==> src/rtl/i2s_pkg.sv <==
// Shared I2S definitions: data word type and default FIFO depth.
package i2s_pkg;

  localparam int DATA_W        = 32;
  localparam int TX_FIFO_DEPTH = 8;

  typedef logic [DATA_W-1:0] word_t;

  // Width of an occupancy counter that must represent 0..depth inclusive.
  function automatic int level_width(input int depth);
    return $clog2(depth) + 1;
  endfunction

endpackage

==> src/rtl/i2s_fifo_mem.sv <==
// DEPTH x DATA_W storage: synchronous write port, asynchronous read port, no reset.
module i2s_fifo_mem
  import i2s_pkg::*;
#(
  parameter int DEPTH = TX_FIFO_DEPTH,
  parameter int AW    = $clog2(DEPTH)
) (
  input  logic          clk,
  input  logic          we,
  input  logic [AW-1:0] waddr,
  input  logic [31:0]   wdata,
  input  logic [AW-1:0] raddr,
  output logic [31:0]   rdata
);

  word_t mem [DEPTH];

  always_ff @(posedge clk) begin
    if (we) begin
      mem[waddr] <= wdata;
    end
  end

  assign rdata = mem[raddr];

endmodule

==> src/rtl/i2s_tx_fifo.sv <==
// First-word-fall-through transmit FIFO between APB register control and the I2S serializer.
// Optional macro I2S_TXFIFO_ERR_EN adds sticky ovf_err/unf_err outputs and an err_clr input.
module i2s_tx_fifo
  import i2s_pkg::*;
#(
  parameter int DEPTH    = TX_FIFO_DEPTH,
  parameter int AF_LEVEL = 6,
  parameter int AE_LEVEL = 2
) (
  input  logic                     pclk,
  input  logic                     preset,
  input  logic                     wr_en,
  input  logic [31:0]              wr_data,
  input  logic                     rd_en,
  output logic [31:0]              rd_data,
  output logic                     full,
  output logic                     empty,
  output logic                     almost_full,
  output logic                     almost_empty,
`ifdef I2S_TXFIFO_ERR_EN
  input  logic                     err_clr,
  output logic                     ovf_err,
  output logic                     unf_err,
`endif
  output logic [$clog2(DEPTH):0]   level
);

  localparam int AW = $clog2(DEPTH);
  localparam int LW = level_width(DEPTH);

  logic [AW:0]   wr_ptr;
  logic [AW:0]   rd_ptr;
  logic [AW:0]   wr_ptr_nxt;
  logic [AW:0]   rd_ptr_nxt;
  logic [LW-1:0] level_nxt;
  logic          do_wr;
  logic          do_rd;
  logic          full_nxt;
  logic          empty_nxt;
  logic          af_nxt;
  logic          ae_nxt;

  // A full FIFO still accepts a write when the same edge pops the head.
  assign do_wr = wr_en && (!full || rd_en);
  assign do_rd = rd_en && !empty;

  always_comb begin
    wr_ptr_nxt = wr_ptr + (AW+1)'(do_wr);
    rd_ptr_nxt = rd_ptr + (AW+1)'(do_rd);
    level_nxt  = level + LW'(do_wr) - LW'(do_rd);
    empty_nxt  = (wr_ptr_nxt == rd_ptr_nxt);
    full_nxt   = (wr_ptr_nxt[AW-1:0] == rd_ptr_nxt[AW-1:0]) &&
                 (wr_ptr_nxt[AW] != rd_ptr_nxt[AW]);
    af_nxt     = (level_nxt >= LW'(AF_LEVEL));
    ae_nxt     = (level_nxt <= LW'(AE_LEVEL));
  end

  // Pointers and all status flags share one register stage so they never disagree.
  always_ff @(posedge pclk or negedge preset) begin
    if (!preset) begin
      wr_ptr       <= '0;
      rd_ptr       <= '0;
      level        <= '0;
      empty        <= 1'b1;
      full         <= 1'b0;
      almost_empty <= 1'b1;
      almost_full  <= 1'b0;
    end else begin
      wr_ptr       <= wr_ptr_nxt;
      rd_ptr       <= rd_ptr_nxt;
      level        <= level_nxt;
      empty        <= empty_nxt;
      full         <= full_nxt;
      almost_empty <= ae_nxt;
      almost_full  <= af_nxt;
    end
  end

`ifdef I2S_TXFIFO_ERR_EN
  logic ovf_set;
  logic unf_set;

  assign ovf_set = wr_en && full && !rd_en;
  assign unf_set = rd_en && empty;

  // Set wins over a clear arriving on the same edge.
  always_ff @(posedge pclk or negedge preset) begin
    if (!preset) begin
      ovf_err <= 1'b0;
      unf_err <= 1'b0;
    end else begin
      ovf_err <= ovf_set || (ovf_err && !err_clr);
      unf_err <= unf_set || (unf_err && !err_clr);
    end
  end
`endif

  i2s_fifo_mem #(
    .DEPTH (DEPTH),
    .AW    (AW)
  ) u_mem (
    .clk   (pclk),
    .we    (do_wr),
    .waddr (wr_ptr[AW-1:0]),
    .wdata (wr_data),
    .raddr (rd_ptr[AW-1:0]),
    .rdata (rd_data)
  );

endmodule

==> config.mk <==
export PLATFORM = sky130hd
export DESIGN_NAME = i2s_tx_fifo
export DESIGN_NICKNAME = d
export VERILOG_FILES = /design/src/rtl/i2s_pkg.sv /design/src/rtl/i2s_fifo_mem.sv /design/src/rtl/i2s_tx_fifo.sv
export SDC_FILE = /design/constraint.sdc
export NUM_CORES = 1
export LEC_CHECK = 0
export BUFFER_PORTS_ARGS = -buffer_cell sky130_fd_sc_hd__buf_2
export CAP_MARGIN = 15
export CORE_ASPECT_RATIO = 1.75
export CORE_MARGIN = 2
export CORE_UTILIZATION = 50
export CTS_CLUSTER_SIZE = 30
export DETAILED_ROUTE_END_ITERATION = 6
export PLACE_DENSITY = 0.68
export SYNTH_ARGS = -nofsm -noshare
export SYNTH_HDL_FRONTEND = slang
export SYNTH_SLANG_ARGS = --single-unit
==> constraint.sdc <==
create_clock -name pclk -period 4.8 [get_ports pclk]
set_clock_uncertainty 0.2 [all_clocks]
set_input_delay 1.44 -clock pclk [delete_from_list [all_inputs] [get_ports pclk]]
set_output_delay 1.44 -clock pclk [all_outputs]
set_load 0.05 [all_outputs]
## Yosys cells after proc, flatten, opt, wreduce, memory -nomap -nowiden

Memories as Yosys holds them, arrays and structs flattened.
Index checks and enable logic that the tools add are counted.

| word-level totals | value |
|---|---|
| register bits after elaboration | 16 |
| bits in latches | 0 |
| RAM bits | 256 |
| memory bits (read-only) | 0 |
| bits of input ports | 36 |
| output and inout bits | 40 |
| logic and storage cells | 25 |
| memories kept | 1 |

| operators by class | value |
|---|---|
| add/sub/neg operators | 4 |
| multiply operators | 0 |
| div/mod/pow operators | 0 |
| order comparisons | 2 |
| eq/ne operators | 3 |
| shift-type cells | 0 |
| multiplexer cells | 2 |
| bitwise gates (word level) | 0 |
| reduce and logical (&&, ||, !) cells | 6 |

Memory list:

| name | depth | width | rd ports | clocked after Yosys merged registers in | wr ports | line | source |
|---|---|---|---|---|---|---|---|
| u_mem.mem | 8 | 32 | 1 | 0 | 1 | i2s_fifo_mem.sv:16 | `word_t mem [DEPTH];` |

Operators by type and width:

| kind | number |
|---|---|
| adder 4 x 1 -> 4 bit | 3 |
| == test 4 bit | 1 |
| >= comparator 4 x 3 -> 1 bit (second input constant) | 1 |
| less-or-equal comparator 4 x 2 -> 1 bit (second input constant) | 1 |
| subtractor 4 x 1 -> 4 bit | 1 |
| == test 3 bit | 1 |
| logical AND 1 bit | 3 |
| zero test 1 bit | 2 |
| 2-to-1 mux 1 bit | 2 |
| logical OR 1 bit | 1 |
| inequality test 1 bit | 1 |

## Logic depth before layout (Yosys ltp)

| logic depth | value |
|---|---|
| depth in word-level cells | 6 |
| depth in mapped cells | 9 |
| mapped depth without buffers | 9 |

## Modules after synthesis

From an unflattened synthesis, not the netlist that was laid out.

| unflattened totals | value |
|---|---|
| cell total of the unflattened synthesis | 441 |
| area, all modules | 10556.4 sq um |

Modules (own cells, without submodules):

| module | instances | cells an instance | area an instance (sq um) | seq. area each (sq um) |
|---|---|---|---|---|
| i2s_fifo_mem | 1 | 383 | 9825.7 | 7687.4 |
| i2s_tx_fifo | 1 | 58 | 730.7 | 402.9 |

## Worst setup path after synthesis

Ideal clock, no wire load.

| timing | value |
|---|---|
| kind | input port to flip-flop |
| from | in rd_en |
| to | mem u_mem.mem[0][0] (netlist name), enable pin |
| library setup time | 0.501 ns |
| data arrival time | 4.658 ns |
| data required time | 4.099 ns |
| setup slack | -0.559 ns |
| stages on the path | 2 |
| buffers on the path | 0 |
| path through | o21ai_1 > nor4_1 |

| on the way | value |
|---|---|
| cells in the longest elaborated chain, start to end | 4 |

RTL lines:

| what | line | source |
|---|---|---|
| start, declared | i2s_tx_fifo.sv:14 | `input logic rd_en,` |
| logical OR 1 bit | i2s_tx_fifo.sv:44 | `assign do_wr = wr_en && (!full \|\| rd_en);` |
| logical AND 1 bit | i2s_tx_fifo.sv:44 |  |
| 2-to-1 mux 1 bit | i2s_fifo_mem.sv:19 | `if (we) begin` |
| 2-to-1 mux 1 bit (implied by the code) | i2s_fifo_mem.sv:20 | `mem[waddr] <= wdata;` |
| end, declared | i2s_fifo_mem.sv:16 |  |

Every way passes these cells.

## Worst setup path after layout

| timing | value |
|---|---|
| from | reg rd_ptr[0] |
| to | out rd_data[22] |

| on the way | value |
|---|---|
| cells in the longest elaborated chain, start to end | 1 |

RTL lines:

| what | line | source |
|---|---|---|
| start, declared | i2s_tx_fifo.sv:32 | `logic [AW:0] rd_ptr;` |
| start signal, assigned | i2s_tx_fifo.sv:70 | `rd_ptr <= rd_ptr_nxt;` |
| memory read (8 x 32 bit) | -- |  |
| end, declared | i2s_tx_fifo.sv:15 | `output logic [31:0] rd_data,` |

Every way passes these cells.

==> run summary <==
Setup TNS: 0 ns
Number of remaining DRC errors: 0
Grt peak-use layer: met2
Reg clk slew, reported paths: 0.07 ns
Synth area leaders: edfxtp_1 (72%), mux4_1 (14%), mux2_2 (3.4%)
Yosys warning count: 0
Largest net degree at the start of global routing: 45
WP data arrival: 2.50 ns
# setup viols final: 0
Filler cell count: 1523
Final Max Tran Viols: 0
Die width: 114 um
Die H: 197 um
Hold slack: 0.323 ns
Syn Nets: 485
Final GP Congestion: 0.781
Clock root cell: clkbuf_16
GR Layer Usage met3: 0.0274
Worst skew pair latency: 0.51 ns
Critical Path Sink: rd_data[22]
Commonest cells in the netlist: edfxtp_1 (256), mux4_1 (56), mux2_2 (32)
PwrDens: 655 mW/mm^2
Core area: 0.0208 sq mm
Switching Share: 0.361
Layout cells sized above 1: 0.313
Post-synth ARST share: 0.0588
Final net count: 581
Hold-fix buffer count after cts: 0
Worst setup path class: register to output pin
Cell Rows: 70
Number of max-cap violations: 0
Register area: 0.00810 sq mm
Initial antenna violation count: 2
Total GRT Usage: 0.177
Routing usage on met1: 0.221
Worst-path maximum fanout: 28
Crit. End Element: output pin
Yosys cell types: 26
Worst r2r path cells: 9
Worst vdd ir: 442 uV
GR Util met2: 0.316
Die ar.: 0.0224 sq mm
Synth Cell Area: 0.0106 sq mm
DRT Wirelength: 19.4 mm
Seq pwr share: 0.405
Cell leakage power: 4.21 nW
Multi-input gate area: 0.00241 sq mm
Post-DR vias/cell: 5.80
Drt pass-1 iters: 4
Buffers on Ports: 75
Mapped Cells: 440
# Post-CTS Setup Buffers: 0
Via count: 4658
CTS max path bufs: 3
Worst Setup SP: rd_ptr[0]
Worst R2R Start: full
Antenna viol nets, final: 0
Class of the worst hold path: register to register
Ports: 76
Synth Register Bits: 272
Drt wl/cell: 24.1 um
Status: complete, no violations
RSZ-0062 raised after global routing: no
WP buf/inv: 2
Final min period: 4.14 ns
Area leader, netlist: edfxtp_1
Final hold vios: 0
Top cell family by delay on the critical path: multiplexers
Fmax: 241 MHz
Normalized max-slew margin: 0.373
First DRT Iteration DRCs: 260
Slowest stage delay, CP: 0.61 ns
Worst-Margin Slew: 0.936 ns
RR Endpoint: full
Post-DP HPWL: 11.3 mm
Hold_sp: wr_ptr[3]
Syn_area_per_cell: 24.1 sq um
Seq/Total Area, Yosys: 0.763
Slowest-stage cell, CP: mux4_1
Cell-by-cell trace of the critical path: buf_4, mux4_1, mux2_2, buf_2
Number of enable flip-flop cells after synthesis: 256
CP Launch Type: register
H-Tree Depth: 1
Pint: 5.06 mW
Period utilisation layout: 0.863
First-pass GRT wire length: 29.4 mm
CTS tree: done
CTS resizes: 0
Clk sinks: 272
Initial Util: 0.509
Vias in the first global route: 4954
Combinational share of power: 0.375
P&R area growth vs syn: 14.0%
Total CTS buffers: 23
Switch Pwr: 2.85 mW
Total grt overflow: 0
Req. time, crit path: 3.16 ns
Area share of the largest cell type after synthesis: 0.725
Most frequently used flop master after synthesis: edfxtp_1
R2r setup slk: 2.13 ns
Levels on crit path: 4
Clock Power Share: 0.220
Top-count cell post-synth: edfxtp_1
-- worst min-delay path, stage by stage, from the launching register on --
cell,delay [ns]
dfrtp_1,0.35
xor2_1,0.09
inv_1,0.05
-- metrics by stage --
step / setup WS (ns) / std cells / utilization / area (sq um) / power (mW)
after floorplan: 0.156 / 440 / - / 10600 / 5.53
after global placement: 1.04 / 763 / 0.546 / 11400 / 6.19
after detailed placement: 0.945 / 763 / 0.546 / 11400 / 6.27
after CTS: 0.600 / 801 / 0.580 / 12100 / 8.02
after global routing: 0.547 / 802 / 0.580 / 12100 / 8.25
final: 0.656 / 803 / 0.580 / 12100 / 7.91
-- final cells by class --
class                   count  share of cell area
diodes                      2            0.000414
well taps                 252              0.0261
clock inverters            12             0.00880
inverters                  11             0.00342
clock buffers              26              0.0485
repair buffers             89              0.0439
multi-input cells         139               0.199
flip-flops and latches    272               0.670
-- power by group through the flow --
| stage | sequential [mW] | combinational, mW | clock, mW |
|---|---|---|---|
| 3_5_place_dp | 3.26 | 3.01 | 0 |
| 6_report | 3.20 | 2.97 | 1.74 |
| 2_1_floorplan | 3.23 | 2.29 | 0 |
| 5_1_grt | 3.24 | 3.14 | 1.87 |
| 3_3_place_gp | 3.23 | 2.96 | 0 |
| 4_1_cts | 3.21 | 3.02 | 1.78 |
-- logic make-up after synthesis --
family,share of synthesized area
mux,0.190
xor+xnor,0.00908
simple gates,0.00826
fa+ha+maj,0.0113
buf+inv,0.0159
flops,0.763
compound gates,0.00307
-- layer usage --
metal	routed length [um]	share of wire
met3	781	0.040
met5	0	0
met2	10500	0.54
met4	503	0.026
met1	7600	0.39
-- layout by cell type, fill, tap and decap left out, types with 3 or more instances in the layout --
master	n
nor2_4	3
mux4_2	8
clkbuf_16	23
edfxtp_1	256
xnor2_1	3
buf_4	10
nor3_2	4
buf_2	75
dfrtp_1	11
ha_1	8
buf_12	4
mux2_2	32
clkbuf_1	3
clkinv_1	5
mux4_1	56
xor2_1	8
inv_1	11
clkinv_2	4
-- worst min path at each step --
stage                      to  slack [ns]  depth (start not counted)
floorplan           rd_ptr[3]        0.28                          2
global placement    rd_ptr[3]        0.29                          2
detailed placement  rd_ptr[3]        0.31                          2
CTS                 wr_ptr[3]        0.33                          2
global route        wr_ptr[3]        0.36                          2
finish              wr_ptr[3]        0.32                          2
-- sequential cells by signal, summed over array words and instances (netlist names) --
register and flops:
empty 1, rd_ptr 4, level 4, wr_ptr 4, full 1, almost_full 1, almost_empty 1, u_mem.mem 256
Power figures use the tool's default switching activity.
